$ cat src/rtl/line_fill_arbiter.sv
// Round-robin line-fill arbiter: shares one burst memory read port among NUM_CORES caches.
// Define CRITICAL_WORD_FIRST_EN to request the missed word first and wrap around the line.
module line_fill_arbiter #(
    parameter int NUM_CORES      = 4,
    parameter int DATA_SIZE      = 32,
    parameter int WORDS_PER_LINE = 8,
    parameter int OFFSET         = 2
) (
    input  logic                           clk,
    input  logic                           rst,
    input  logic [NUM_CORES-1:0]           core_req,
    input  logic [NUM_CORES*DATA_SIZE-1:0] core_addr,
    output logic [NUM_CORES-1:0]           core_gnt,
    output logic [DATA_SIZE-1:0]           core_rdata,
    output logic [NUM_CORES-1:0]           core_rvalid,
    output logic [2:0]                     core_widx,
    output logic [NUM_CORES-1:0]           core_done,
    output logic                           mem_req,
    output logic [DATA_SIZE-1:0]           mem_addr,
    input  logic                           mem_ack,
    input  logic                           mem_rvalid,
    input  logic [DATA_SIZE-1:0]           mem_rdata
);

    localparam int PW        = (NUM_CORES > 1) ? $clog2(NUM_CORES) : 1;
    localparam int LINE_BITS = OFFSET + $clog2(WORDS_PER_LINE);

    localparam logic [1:0] S_IDLE  = 2'd0;
    localparam logic [1:0] S_ADDR  = 2'd1;
    localparam logic [1:0] S_BURST = 2'd2;
    localparam logic [1:0] S_DONE  = 2'd3;

    // Handshakes: a memory request is accepted on any cycle where mem_req && mem_ack;
    // each mem_rvalid pulse during BURST carries exactly one word, and core_rvalid
    // follows it one cycle later. No backpressure toward the cores.

    logic [1:0]           state;
    logic [PW-1:0]        rr_ptr;
    logic [PW-1:0]        owner;
    logic [2:0]           word_cnt;
    logic [2:0]           start_word;

    logic                 arb_valid;
    logic [PW-1:0]        arb_idx;
    logic [DATA_SIZE-1:0] sel_addr;
    logic [DATA_SIZE-1:0] fill_addr;
    logic [2:0]           fill_start;
    logic [NUM_CORES-1:0] arb_onehot;
    logic [NUM_CORES-1:0] owner_onehot;
    logic [PW-1:0]        rr_next;

    // First requester at or after rr_ptr, wrapping around.
    always_comb begin
        arb_valid = 1'b0;
        arb_idx   = '0;
        for (int i = 0; i < NUM_CORES; i++) begin
            if (!arb_valid && core_req[(int'(rr_ptr) + i) % NUM_CORES]) begin
                arb_valid = 1'b1;
                arb_idx   = PW'((int'(rr_ptr) + i) % NUM_CORES);
            end
        end
    end

    always_comb begin
        sel_addr     = core_addr[arb_idx*DATA_SIZE +: DATA_SIZE];
        arb_onehot   = '0;
        arb_onehot[arb_idx] = 1'b1;
        owner_onehot = '0;
        owner_onehot[owner] = 1'b1;
        rr_next      = (owner == PW'(NUM_CORES - 1)) ? '0 : owner + 1'b1;
`ifdef CRITICAL_WORD_FIRST_EN
        fill_addr  = sel_addr & ~DATA_SIZE'((1 << OFFSET) - 1);
        fill_start = sel_addr[OFFSET +: 3];
`else
        fill_addr  = sel_addr & ~DATA_SIZE'((1 << LINE_BITS) - 1);
        fill_start = 3'd0;
`endif
    end

    always_ff @(posedge clk or posedge rst) begin
        if (rst) begin
            state       <= S_IDLE;
            rr_ptr      <= '0;
            owner       <= '0;
            word_cnt    <= '0;
            start_word  <= '0;
            core_gnt    <= '0;
            core_rdata  <= '0;
            core_rvalid <= '0;
            core_widx   <= '0;
            core_done   <= '0;
            mem_req     <= 1'b0;
            mem_addr    <= '0;
        end else begin
            core_rvalid <= '0;
            core_done   <= '0;
            case (state)
                S_IDLE: begin
                    if (arb_valid) begin
                        owner      <= arb_idx;
                        core_gnt   <= arb_onehot;
                        mem_req    <= 1'b1;
                        mem_addr   <= fill_addr;
                        start_word <= fill_start;
                        state      <= S_ADDR;
                    end
                end
                S_ADDR: begin
                    if (mem_ack) begin
                        mem_req  <= 1'b0;
                        word_cnt <= '0;
                        state    <= S_BURST;
                    end
                end
                S_BURST: begin
                    if (mem_rvalid) begin
                        core_rdata  <= mem_rdata;
                        core_rvalid <= owner_onehot;
                        core_widx   <= start_word + word_cnt;
                        word_cnt    <= word_cnt + 3'd1;
                        // Ends on the count so the 3-bit counter never relies on overflow.
                        if (word_cnt == 3'(WORDS_PER_LINE - 1)) begin
                            core_done <= owner_onehot;
                            state     <= S_DONE;
                        end
                    end
                end
                S_DONE: begin
                    core_gnt <= '0;
                    rr_ptr   <= rr_next;
                    state    <= S_IDLE;
                end
                default: state <= S_IDLE;
            endcase
        end
    end

endmodule

$ cat config.mk
export PLATFORM = sky130hd
export DESIGN_NAME = line_fill_arbiter
export DESIGN_NICKNAME = d
export VERILOG_FILES = /design/src/rtl/line_fill_arbiter.sv
export SDC_FILE = /design/constraint.sdc
export NUM_CORES = 1
export LEC_CHECK = 0
export CORE_UTILIZATION = 42
export DETAILED_ROUTE_END_ITERATION = 7
export PLACE_DENSITY = 0.83
export SYNTH_ARGS = -nofsm -noshare
export SYNTH_HDL_FRONTEND = slang
export SYNTH_SLANG_ARGS = --single-unit
$ cat constraint.sdc
create_clock -name clk -period 5.74 [get_ports clk]
set_clock_uncertainty 0.15 [all_clocks]
set_input_delay 1.148 -clock clk [delete_from_list [all_inputs] [get_ports clk]]
set_output_delay 1.148 -clock clk [all_outputs]
set_load 0.01 [all_outputs]
==> run summary, run 1 <==
The wire length of the first global-routing pass is 19800 µm. The number of enable flip-flop cells after synthesis is 0. The required time reported for the critical path endpoint is 5.82 ns.

In this run the worst setup path terminates at mem_addr[22]. The mean routed wirelength per cell came out at 16.5 µm. Once the clock tree was built, the setup fixing pass inserted 0 buffers. The worst setup path is captured at a flop. A synthesized cell averages approximately 11 µm². The switching component of the power is roughly 1.2 mW. The peak fanout along the critical path is 28. The maximum single-stage delay on the critical path is ~0.9 ns. Including well taps, the total number of placed cells is ~730.

The power after layout came out at 3.18 mW. In this run the critical register-to-register path is launched from state[0]. The effective utilization at floorplan came out at 0.434.

After layout, the minimum clock period comes to between 3 and 4 ns. Of the total power, combinational logic draws 0.539. The internal power of the cells came out at 1.99 mW. The share of synthesized cell area in full adder, half adder and majority cells came out at 0.0279. The count of maximum capacitance violations came out at 0. The count of unresolved DRC violations after routing came out at 0. The floorplan step defined a die boundary enclosing 11100 µm².

The synthesis-stage register bit count came out at 84. By area, the combinational part of the netlist is dominated by compound AO/OA/AOI/OAI gates. Setup slack on the worst reg-to-reg path comes out at around 3.3 ns. The final weighted congestion in routability-driven placement is 0.808.

The count of final setup violators came out at 0. The total number of clock tree sinks came out at 84. The clock-pin slew reported for the worst setup and hold paths after clock tree synthesis came out at ~0.09 ns. The worst min-delay path class is flop to flop. The maximum clock rate is 263 MHz. The half-perimeter wire length of the detailed placement result came out at between 9000 and 10000 µm. The clock tree synthesis step divided the H-tree into 3 levels. In this design, the largest share of critical-path delay is due to compound AO/OA/AOI/OAI gates. By area the synthesized netlist is led by sky130_fd_sc_hd__dfrtp_1, sky130_fd_sc_hd__mux2_2, sky130_fd_sc_hd__mux2i_1.

The final hold violation count came out at 0. Tracing the worst setup path back leads to its startpoint at core_req[3]. The run finished with clean final reports.

The die span in y came out at roughly 110 µm. The post-synthesis compound-gate area fraction came out at 0.200. The die width is 105 µm. The number of buffers added to fix hold violations after cts is 0. During placement, the flow inserted port buffers numbering around 220.

The share of the synthesized netlist area taken by xor and xnor gates is 0. The library cell with the largest summed area after synthesis is sky130_fd_sc_hd__dfrtp_1. The sequential-to-total area share from yosys stat is 0.469. The category of the most critical setup path is input pin to flop. The number of vias per cell is 5.41.

Yosys printed 0 warnings. The non-filler instance count after layout came out at approximately 750. The longest clock path from root to sink contains 2 buffers.

The number of buffers added by the clock tree synthesis step is 9. The number of antenna violations at the first check in global routing is 0. STA puts the critical path data arrival time at a little under 4 ns.

The total grt overflow is 0. The total wire length after detailed routing came out at between 10000 and 15000 µm. Walking the worst path, the cells encountered are clkdlybuf4s50_1 > and2b_1 > nor3b_2 > o22ai_4 > mux2i_1 > o21ai_0. The root buffer cell chosen for the clock tree is sky130_fd_sc_hd__clkbuf_8. By count the netlist is led by sky130_fd_sc_hd__dfrtp_1, sky130_fd_sc_hd__o21ai_0, sky130_fd_sc_hd__mux2_2. The fraction of registers with async set or reset after synthesis came out at 1.00. The number of gates given a new drive strength after cts came out at 0. For the worst flop-to-flop path, the logic depth is 5. In the synthesized netlist the dominant register cell turns out to be sky130_fd_sc_hd__dfrtp_1. The final layout contains about 800 nets. The violation count after the first detailed-route iteration is ~250.

Among all stages on the critical path, the largest delay is contributed by sky130_fd_sc_hd__clkdlybuf4s50_1. The post-synthesis cell count came out at roughly 410. The area share of and/or/nand/nor cells after synthesis is 0.0876. The number of logic stages on the critical path including buffering is 6. The portion of total power attributed to the clock network came out at 0.133. The total leakage power came out at between 2 and 3 nW.

The floorplan core area came out at roughly 10000 µm². The portion of synthesized area spent on multiplexers is 0.153. TritonCTS built the clock tree. The number of nets with antenna violations after routing came out at 0. The power share of the sequential group is 0.328. Setup repair after global routing left no endpoint under its margin.

The final worst slack is a little under 2 ns. In the finished design, the share of the clock period the worst path needs comes to 0.663. The final-layout setup total negative slack came out at 0 ns. Of the cells placed in the final design, the portion with a size suffix greater than 1 is 0.101. For this run, the total global-route usage over all layers was measured as 0.225.

Measured on the finished design, the core utilization comes to 0.666. The headroom to the max-slew limit is 0.168. The number of buffer and inverter instances along the worst setup path came out at 1. The share of total power consumed by net switching is 0.376.

The clock insertion delay at the later pin of the skew report is between 0.3 and 0.4 ns. The area growth from synthesis to layout came out at 53.4%. The number of antenna repair diodes is 0. The routed layout has ~4100 vias. Entering global routing, the biggest net connects 56 pins. The fraction of post-synthesis cell area in the top cell type by area came out at 0.469.

The pre-CTS worst setup slack is between 1.5 and 2 ns. The area of the mapped netlist came out at around 4500 µm². The first TritonRoute pass finished after 4 iterations.

The total count of max-transition violations in the final report was 0. The largest voltage drop on the vdd net is ~0.22 mV. The post-synthesis cell type count came out at 45. The floorplan has 37 rows. The worst setup path is launched from an input pin.

For this design the top-level I/O count stands at approximately 250. The via count of the first global-routing pass is about 4000. The endpoint identified for the worst register-to-register timing path is mem_addr[6].

The power per unit of standard cell area came out at 463 nW/µm². By instance count, the leading cell after synthesis is sky130_fd_sc_hd__dfrtp_1. The slew at the pin closest to its max-slew limit came out at between 1 and 1.5 ns.
[layout by cell type (no fill, tap or decap), types with 2 or more instances in the layout]
| master | instances |
|---|---|
| sky130_fd_sc_hd__clkdlybuf4s50_1 | 222 |
| sky130_fd_sc_hd__dfrtp_1 | 84 |
| sky130_fd_sc_hd__o21ai_0 | 39 |
| sky130_fd_sc_hd__mux2_2 | 33 |
| sky130_fd_sc_hd__mux2i_1 | 29 |
| sky130_fd_sc_hd__nor2_1 | 18 |
| sky130_fd_sc_hd__a221oi_1 | 16 |
| sky130_fd_sc_hd__o22ai_1 | 16 |
| sky130_fd_sc_hd__nand2_1 | 15 |
| sky130_fd_sc_hd__o21ai_1 | 14 |
| sky130_fd_sc_hd__nand3_1 | 13 |
| sky130_fd_sc_hd__a41oi_1 | 12 |
| sky130_fd_sc_hd__o2bb2ai_1 | 11 |
| sky130_fd_sc_hd__ha_1 | 10 |
| sky130_fd_sc_hd__clkbuf_8 | 9 |
| sky130_fd_sc_hd__nor2b_1 | 6 |
| sky130_fd_sc_hd__inv_1 | 6 |
| sky130_fd_sc_hd__and2_1 | 6 |
| sky130_fd_sc_hd__conb_1 | 5 |
| sky130_fd_sc_hd__a22o_1 | 4 |
| sky130_fd_sc_hd__and3_1 | 4 |
| sky130_fd_sc_hd__o21bai_1 | 3 |
| sky130_fd_sc_hd__nand2b_1 | 3 |
| sky130_fd_sc_hd__clkinvlp_4 | 3 |
| sky130_fd_sc_hd__buf_4 | 3 |
| sky130_fd_sc_hd__nor2b_2 | 2 |
| sky130_fd_sc_hd__nor3_2 | 2 |
| sky130_fd_sc_hd__a21boi_1 | 2 |
| sky130_fd_sc_hd__a21oi_1 | 2 |
| sky130_fd_sc_hd__mux2_1 | 2 |
[area by class of cell]
type                            count  area [µm²]
Tap cell                          136         170
Timing Repair Buffer              225        2240
Fill cell                         816        3450
Clock inverter                      6        72.6
Multi-Input combinational cell    281        2130
Sequential cell                    84        2100
Clock buffer                       10         128
Inverter                            7        27.5
[sequential cells by signal (all words and copies together), names as in the netlist]
signal	flops
mem_addr	27
core_gnt	4
owner	2
rr_ptr	2
core_rvalid	4
core_done	4
core_rdata	32
mem_req	1
core_widx	3
state	2
word_cnt	3
[kinds of logic (layout without fill, tap and decap cells)]
group / after synthesis / in the layout
AOI/OAI and AO/OA: 129 / 129
adders and majority gates: 10 / 10
buffers and inverters: 46 / 248
DFF: 84 / 84
muxes: 64 / 64
other: 1 / 5
and+or+nand+nor: 73 / 73
[per-stage QoR]
stage	hold WS, ns	area, µm²
after global routing	0.363	6880
after global placement	0.313	6680
after floorplan	0.344	4500
after CTS	0.344	6880
after detailed placement	0.326	6680
final	0.343	6880
[power groups by stage]
stage / Sequential (mW) / Combinational, mW / Clock [mW]
after floorplan: 1.13 / 0.901 / 0
after global placement: 1.03 / 1.68 / 0
after detailed placement: 1.06 / 1.72 / 0
after CTS: 1.04 / 1.73 / 0.433
after global routing: 1.08 / 1.87 / 0.453
final: 1.04 / 1.72 / 0.422
[worst min path at each step]
stage | from | endpoint | slack [ns] | cells past startpoint
6_report | core_rdata[21] | core_rdata[21] | 0.34 | 1
3_3_place_gp | core_widx[1] | core_widx[1] | 0.31 | 2
4_1_cts | core_rdata[21] | core_rdata[21] | 0.34 | 1
5_1_grt | core_rdata[21] | core_rdata[21] | 0.36 | 1
2_1_floorplan | word_cnt[2] | word_cnt[2] | 0.34 | 1
3_5_place_dp | core_rdata[21] | core_rdata[21] | 0.33 | 1
[routing by layer]
layer | routed length (µm) | GRT usage | share of wire
met1 | 4970 | 0.267 | 0.40
met5 | 0 | 0 | 0
met2 | 6340 | 0.410 | 0.51
met4 | 127 | 0.0543 | 0.010
met3 | 923 | 0.0495 | 0.075
(Power assumes the default switching activity.)
==> run 2: changes to the inputs <==
CORE_UTILIZATION = 39   (was 42)
PLACE_DENSITY = 0.78   (was 0.83)
clock period = 3.5 ns   (was 5.74 ns; I/O delays follow)
==> run summary, run 2 (same netlist as run 1, synthesis figures left out) <==
The violation count after the first detailed-route iteration is 153 (was 246). The area occupied by multi-input gates came out at 2130 µm² (unchanged). The number of antenna violations at the first check in global routing is 0 (unchanged). The portion of total power attributed to the clock network is 0.159 (was 0.133). The endpoint with the worst hold slack is core_widx[1] (was core_rdata[21]). The critical path endpoint category is a flop (unchanged). The setup slack of the worst register-to-register path is 0.89 ns (was 3.27 ns).

The number of nets with antenna violations after routing is 0 (unchanged). The die width came out at 109 µm (was 105 µm). The maximum single-stage delay on the critical path is 0.89 ns (was 0.90 ns).

The slew at the pin closest to its max-slew limit is 1.12 ns (was 1.25 ns). The number of H-tree levels is 3 (unchanged). The total leakage power came out at 2.86 nW (was 2.79 nW). Most used cells in the layout excluding fill and tap cells: sky130_fd_sc_hd__clkdlybuf4s50_1, sky130_fd_sc_hd__dfrtp_1, sky130_fd_sc_hd__o21ai_0, sky130_fd_sc_hd__mux2_2, sky130_fd_sc_hd__mux2i_1 (unchanged).

The total number of clock tree sinks came out at 84 (unchanged). The maximum clock insertion buffer count is 2 (unchanged). Of the available clock period, the critical path in the final layout requires 0.834.

Registers with the most flip-flops: core_rdata (32), mem_addr (27) (unchanged). The power after layout came out at 5.41 mW (was 3.18 mW). The clock-pin slew reported for the worst setup and hold paths after clock tree synthesis is 0.07 ns (was 0.09 ns).

The die span in y was 109 µm (was 105 µm). The number of vias per cell came to 5.31 (was 5.41). The total count of max-transition violations in the final report is 0 (unchanged).

The number of antenna repair diodes came to 0 (unchanged). The number of gates given a new drive strength after cts is 0 (unchanged). The power share of the combinational group is 0.525 (was 0.539). The clock insertion delay at the later pin of the skew report came out at 0.33 ns (was 0.34 ns).

The number of top-level design ports came out at 248 (unchanged). The area growth from synthesis to layout came out at 56.4% (was 53.4%). The mean routed wirelength per cell is 16.4 µm (was 16.5 µm). The half-perimeter wire length of the detailed placement result came to 9280 µm (was 9430 µm). The pin count of the biggest net entering global routing is 56 (unchanged). The number of buffers added by the clock tree synthesis step is 9 (unchanged). The clock root buffer is sky130_fd_sc_hd__clkbuf_16 (was sky130_fd_sc_hd__clkbuf_8). The count of cells along the worst register-to-register path is 5 (unchanged). The count of maximum capacitance violations is 0 (unchanged). The number of buffers added to fix hold violations after cts came out at 0 (unchanged). The switching component of the power came to 1.99 mW (was 1.20 mW). The iteration count of the initial detailed-routing pass came out at 4 (unchanged). The final-layout setup total negative slack is 0 ns (unchanged). The worst min-delay path class is flop to flop (unchanged). The via count of the first global-routing pass came out at 3952 (was 4079). The total grt overflow is 0 (unchanged).

The register name with the most flops is core_rdata (unchanged). The final hold violation count is 0 (unchanged). The total of buffers placed on input and output ports is 222 (unchanged). The wire length of the first global-routing pass was 19200 µm (was 19800 µm). The effective utilization at floorplan came out at 0.406 (was 0.434).

The hold-critical path depth is 2 (was 1). Outcome: finished clean (unchanged). The largest voltage drop on the vdd net was 0.483 mV (was 0.215 mV). Cells along the critical path: clkdlybuf4s50_1 > nor2b_2 > o221ai_1 > nand3_1 > o2bb2ai_1 > o21ai_1 (was clkdlybuf4s50_1 > and2b_1 > nor3b_2 > o22ai_4 > mux2i_1 > o21ai_0). The total wire length after detailed routing is 12500 µm (was 12400 µm). The worst path in the final design needs a cycle of around 2.9 ns, including I/O delays and setup. The required time reported for the critical path endpoint is 3.61 ns (was 5.82 ns). The headroom to the max-slew limit came out at 0.253 (was 0.168). The worst flop-to-flop path endpoint is mem_addr[6] (unchanged). RSZ-0062 raised after global routing: no (unchanged). The area taken by flip-flops and latches is 2100 µm² (unchanged). The internal power of the cells was 3.43 mW (was 1.99 mW).

The cell with the largest stage delay on the worst path is sky130_fd_sc_hd__o221ai_1 (was sky130_fd_sc_hd__clkdlybuf4s50_1). The critical path launch point type was an input pin (unchanged). The number of nets at the end of the flow is 792 (was 786). The share of total power consumed by net switching came to 0.367 (was 0.376). The maximum clock rate came out at approximately 340 MHz.

The row count was 38 (was 37). The most common cell after layout, fill and taps aside is sky130_fd_sc_hd__clkdlybuf4s50_1 (unchanged). The count of vias placed by the detailed router is 4029 (was 4051).

The arrival time of data at the critical path endpoint came out at 3.04 ns (was 3.88 ns). The source of the worst register-to-register timing path is state[1] (was state[0]). The post-CTS setup buffer count is 0 (unchanged). The TritonCTS clock tree was done (unchanged).

The number of filler instances in the final layout is 915 (was 816). The fraction of final layout cells with drive strength greater than 1 came to 0.108 (was 0.101). The count of final setup violators was 0 (unchanged). The count of unresolved DRC violations after routing was 0 (unchanged).

The final weighted congestion in routability-driven placement came out at 0.804 (was 0.808). The global routing usage summed across all routing layers is 0.210 (was 0.225). The peak fanout along the critical path is 12 (was 28). The category of the most critical setup path was input pin to flop (unchanged). The power per unit of standard cell area came to 772 nW/µm² (was 463 nW/µm²). The power share of the sequential group was 0.316 (was 0.328). The area of the die is 11900 µm² (was 11100 µm²). The flip-flop count of the largest register after layout is 32 (unchanged).

The floorplan core area was 11000 µm² (was 10300 µm²). The beginning of the worst hold path was core_widx[1] (was core_rdata[21]).
## run 2: cell types whose count changed in the layout (fill, tap and decap cells not counted), sizes merged
cell,before,now
buf,3,9
clkbuf,10,11
clkinv,1,5
clkinvlp,3,1
inv,8,6
bufinv,1,0
## run 2: power by group through the flow
stage	sequential (mW)	combinational (mW)	clock, mW
2_1_floorplan	1.85	1.48	0
3_3_place_gp	1.69	2.78	0
3_5_place_dp	1.72	2.85	0
4_1_cts	1.71	2.86	0.881
5_1_grt	1.77	3.11	0.926
6_report	1.71	2.84	0.861
## run 2: worst max-delay path: cells and delay by family
family | cells | cell delay (ns)
and+or+nand+nor | 2 | 0.49
buffers and inverters | 1 | 0.66
AOI/OAI and AO/OA | 3 | 1.19
## run 2: worst max-delay path by stage
stage                     start      endpoint  slack, ns  cells past startpoint
floorplan                   rst  core_done[0]       0.48                      1
global placement    core_req[0]  mem_addr[10]       0.35                      6
detailed placement  core_req[0]   mem_addr[9]       0.25                      6
CTS                 core_req[0]   mem_addr[9]       0.60                      6
global route        core_req[0]   mem_addr[5]       0.35                      6
finish              core_req[0]   mem_addr[9]       0.58                      6
## run 2: per-stage QoR
| stage | worst slack [ns] | hold slack (ns) | instances | util | cell area (µm²) |
|---|---|---|---|---|---|
| after CTS | 0.601 | 0.340 | 759 | 0.636 | 7010 |
| after global routing | 0.348 | 0.350 | 759 | 0.636 | 7010 |
| after global placement | 0.355 | 0.315 | 743 | 0.611 | 6740 |
| final | 0.580 | 0.330 | 759 | 0.636 | 7010 |
| after floorplan | 0.485 | 0.344 | 411 | - | 4500 |
| after detailed placement | 0.247 | 0.325 | 743 | 0.611 | 6740 |
## run 2: layout make-up
| class | count | share of cell area |
|---|---|---|
| Tap cell | 140 | 0.0250 |
| Clock buffer | 11 | 0.0332 |
| Clock inverter | 5 | 0.00553 |
| Inverter | 7 | 0.00393 |
| Timing Repair Buffer | 231 | 0.328 |
| Sequential cell | 84 | 0.300 |
| Multi-Input combinational cell | 281 | 0.304 |
## run 2: per-layer routing
layer	track usage	up-vias	part of all wire
li1	-	1917	-
met1	0.242	1896	0.39
met2	0.372	204	0.50
met3	0.0562	12	0.097
met4	0.0790	0	0.013
met5	0	-	0
==> run 3: changes to the inputs <==
clock period = 3 ns   (was 3.5 ns; I/O delays follow)
==> run summary, run 3 (same netlist as run 1, synthesis figures left out) <==
Outcome: finished clean (unchanged). The maximum single-stage delay on the critical path came to 0.70 ns (was 0.89 ns). The finished layout cell area came to 7130 µm² (was 7010 µm²). RSZ-0062 raised after global routing: no (unchanged). The via count of the first global-routing pass is 4004 (was 3952). The number of top-level design ports is 248 (unchanged).

The register name with the most flops is core_rdata (unchanged). The post-route worst hold slack is 0.335 ns (was 0.330 ns). The total wire length after detailed routing came to 12500 µm (about the same). The peak fanout along the critical path came to 12 (unchanged).

The count of maximum capacitance violations came out at 0 (unchanged). The number of buffers added to fix hold violations after cts came to 0 (unchanged). The area of the die is 11900 µm² (unchanged). The switching component of the power came out at 2.31 mW (was 1.99 mW). The share of total power consumed by net switching came out at 0.351 (was 0.367).

The headroom to the max-slew limit is 0.301 (was 0.253). The number of H-tree levels is 3 (unchanged). The category of the most critical setup path is input pin to flop (unchanged). The met3 layer usage reported by global route is 0.0550 (was 0.0562). The area growth from synthesis to layout came out at 59.1% (was 56.4%). The portion of total power attributed to the clock network came out at 0.189 (was 0.159). The wire length of the first global-routing pass came to 19200 µm (about the same). Static timing analysis puts the maximum clock frequency at about 380 MHz. The power share of the combinational group was 0.507 (was 0.525). The number of antenna violations at the first check in global routing was 0 (unchanged). The slew at the pin closest to its max-slew limit came to 1.05 ns (was 1.12 ns). The violation count after the first detailed-route iteration was 187 (was 153). The number of vias per cell came out at 5.29 (was 5.31). The clock period minus worst slack is ~2.7 ns. The routing usage on met1 is 0.241 (was 0.242). The required time reported for the critical path endpoint came out at 3.10 ns (was 3.61 ns). The maximum clock insertion buffer count was 2 (unchanged). The clock-pin slew reported for the worst setup and hold paths after clock tree synthesis is 0.06 ns (was 0.07 ns). The number of buffers added by the clock tree synthesis step came out at 9 (unchanged). The die span in y is 109 µm (unchanged). The count of vias placed by the detailed router came out at 4042 (was 4029). The final weighted congestion in routability-driven placement came out at 0.781 (was 0.804). Cells along the critical path: clkdlybuf4s50_1 > nor2b_1 > o21bai_1 > a41oi_1 > o2bb2ai_1 > o21ai_1 (was clkdlybuf4s50_1 > nor2b_2 > o221ai_1 > nand3_1 > o2bb2ai_1 > o21ai_1).

The pin count of the biggest net entering global routing is 85 (was 56). The half-perimeter wire length of the detailed placement result is 9270 µm (was 9280 µm). The total grt overflow came out at 0 (unchanged).

The count of unresolved DRC violations after routing was 0 (unchanged). The instance area after placement is 6790 µm² (was 6740 µm²). The number of filler instances in the final layout came to 893 (was 915). The largest voltage drop on the vdd net is 0.515 mV (was 0.483 mV). The critical path launch point type was an input pin (unchanged).

The total count of max-transition violations in the final report came out at 0 (unchanged). The die width came out at 109 µm (unchanged). The flip-flop count of the largest register after layout came out at 32 (unchanged).

The iteration count of the initial detailed-routing pass came to 5 (was 4). Registers with the most flip-flops: core_rdata (32), mem_addr (27) (unchanged). The arrival time of data at the critical path endpoint is 2.76 ns (was 3.04 ns). The final-layout setup total negative slack came out at 0 ns (unchanged). The total number of clock tree sinks is 84 (unchanged).

The power share of the sequential group is 0.304 (was 0.316). The most used routing layer in global routing is met2 (unchanged). The most common cell after layout, fill and taps aside is sky130_fd_sc_hd__clkdlybuf4s50_1 (unchanged). The number of nets with antenna violations after routing is 0 (unchanged).

The met2 track demand over resource came out at 0.377 (was 0.372). The clock insertion delay at the later pin of the skew report is 0.33 ns (about the same). The effective utilization at floorplan is 0.406 (unchanged). The TritonCTS clock tree is done (unchanged). The row count is 38 (unchanged). The worst min-delay path class is flop to flop (unchanged).

In the finished design, the share of the clock period the worst path needs comes to 0.887. The critical path endpoint category is a flop (unchanged). The fraction of final layout cells with drive strength greater than 1 is 0.119 (was 0.108). The total leakage power came to 2.93 nW (was 2.86 nW). The post-CTS setup buffer count came out at 0 (unchanged). The global routing usage summed across all routing layers came out at 0.210 (about the same). The number of antenna repair diodes is 0 (unchanged). The number of gates given a new drive strength after cts came out at 0 (unchanged). Most used cells in the layout excluding fill and tap cells: sky130_fd_sc_hd__clkdlybuf4s50_1, sky130_fd_sc_hd__dfrtp_1, sky130_fd_sc_hd__o21ai_0, sky130_fd_sc_hd__mux2_2, sky130_fd_sc_hd__mux2i_1 (unchanged). The power per unit of standard cell area is 922 nW/µm² (was 772 nW/µm²).

The count of final setup violators is 0 (unchanged). The power after layout came out at 6.57 mW (was 5.41 mW). The mean routed wirelength per cell is 16.4 µm (about the same).

The total of buffers placed on input and output ports is 222 (unchanged). The final hold violation count is 0 (unchanged). The cell with the largest stage delay on the worst path is sky130_fd_sc_hd__o21bai_1 (was sky130_fd_sc_hd__o221ai_1). The number of nets at the end of the flow is 797 (was 792). The clock root buffer is sky130_fd_sc_hd__clkbuf_16 (unchanged). The final worst slack is 0.339 ns (was 0.580 ns).

The internal power of the cells is 4.26 mW (was 3.43 mW). The floorplan core area came out at 11000 µm² (unchanged). The pre-CTS worst setup slack came out at -0.00563 ns (was 0.247 ns).
[run 3: changes by cell type in the layout (fill, tap and decap cells not counted)]
cell	delta
sky130_fd_sc_hd__clkbuf_8	+3
sky130_fd_sc_hd__clkbuf_1	-2
sky130_fd_sc_hd__clkinv_4	-3
sky130_fd_sc_hd__clkinvlp_4	-1
sky130_fd_sc_hd__bufinv_16	+2
sky130_fd_sc_hd__inv_6	+2
sky130_fd_sc_hd__buf_12	+1
sky130_fd_sc_hd__buf_4	+4
sky130_fd_sc_hd__clkinv_2	-1
[run 3: worst paths after layout]
check                           cells past startpoint         start  slack, ns      endpoint
worst min-delay path                                2  core_widx[1]       0.34  core_widx[1]
min in group asynchronous                           3           rst       0.53   mem_addr[8]
worst max register to register                      5      state[0]       0.75  mem_addr[14]
max in group asynchronous                           3           rst       1.83  mem_addr[10]
worst max-delay path                                6   core_req[0]       0.34  mem_addr[10]
worst min register to register                      2  core_widx[1]       0.34  core_widx[1]
[run 3: power groups by stage]
stage / Sequential, mW / Clock (mW) / Combinational (mW)
CTS: 2.00 / 1.26 / 3.37
finish: 2.00 / 1.24 / 3.33
global route: 2.07 / 1.31 / 3.65
detailed placement: 2.01 / 0 / 3.36
global placement: 1.98 / 0 / 3.27
floorplan: 2.16 / 0 / 1.72
[run 3: through the flow]
| stage | util | std cells |
|---|---|---|
| 6_report | 0.647 | 764 |
| 4_1_cts | 0.647 | 764 |
| 3_3_place_gp | 0.616 | 748 |
| 3_5_place_dp | 0.616 | 748 |
| 2_1_floorplan | - | 411 |
| 5_1_grt | 0.647 | 764 |
[run 3: worst max-delay path, delay by kind of cell]
| kind | cells | cell delay, ns |
|---|---|---|
| AOI/OAI and AO/OA | 4 | 1.27 |
| buffers and inverters | 1 | 0.64 |
| and+or+nand+nor | 1 | 0.25 |
[run 3: routing by layer]
metal / part of all wire / wire length [µm] / up-vias
li1: - / - / 1930
met1: 0.38 / 4810 / 1904
met2: 0.51 / 6430 / 198
met3: 0.091 / 1130 / 10
met4: 0.011 / 132 / 0
met5: 0 / 0 / -
[run 3: cell type report]
cell class / instances / area (µm²) / area share
repair buffers: 236 / 2350 / 0.330
multi-input cells: 281 / 2130 / 0.299
flip-flops and latches: 84 / 2100 / 0.295
clock buffers: 12 / 267 / 0.0374
well taps: 140 / 175 / 0.0246
clock inverters: 4 / 77.6 / 0.0109
inverters: 7 / 27.5 / 0.00386
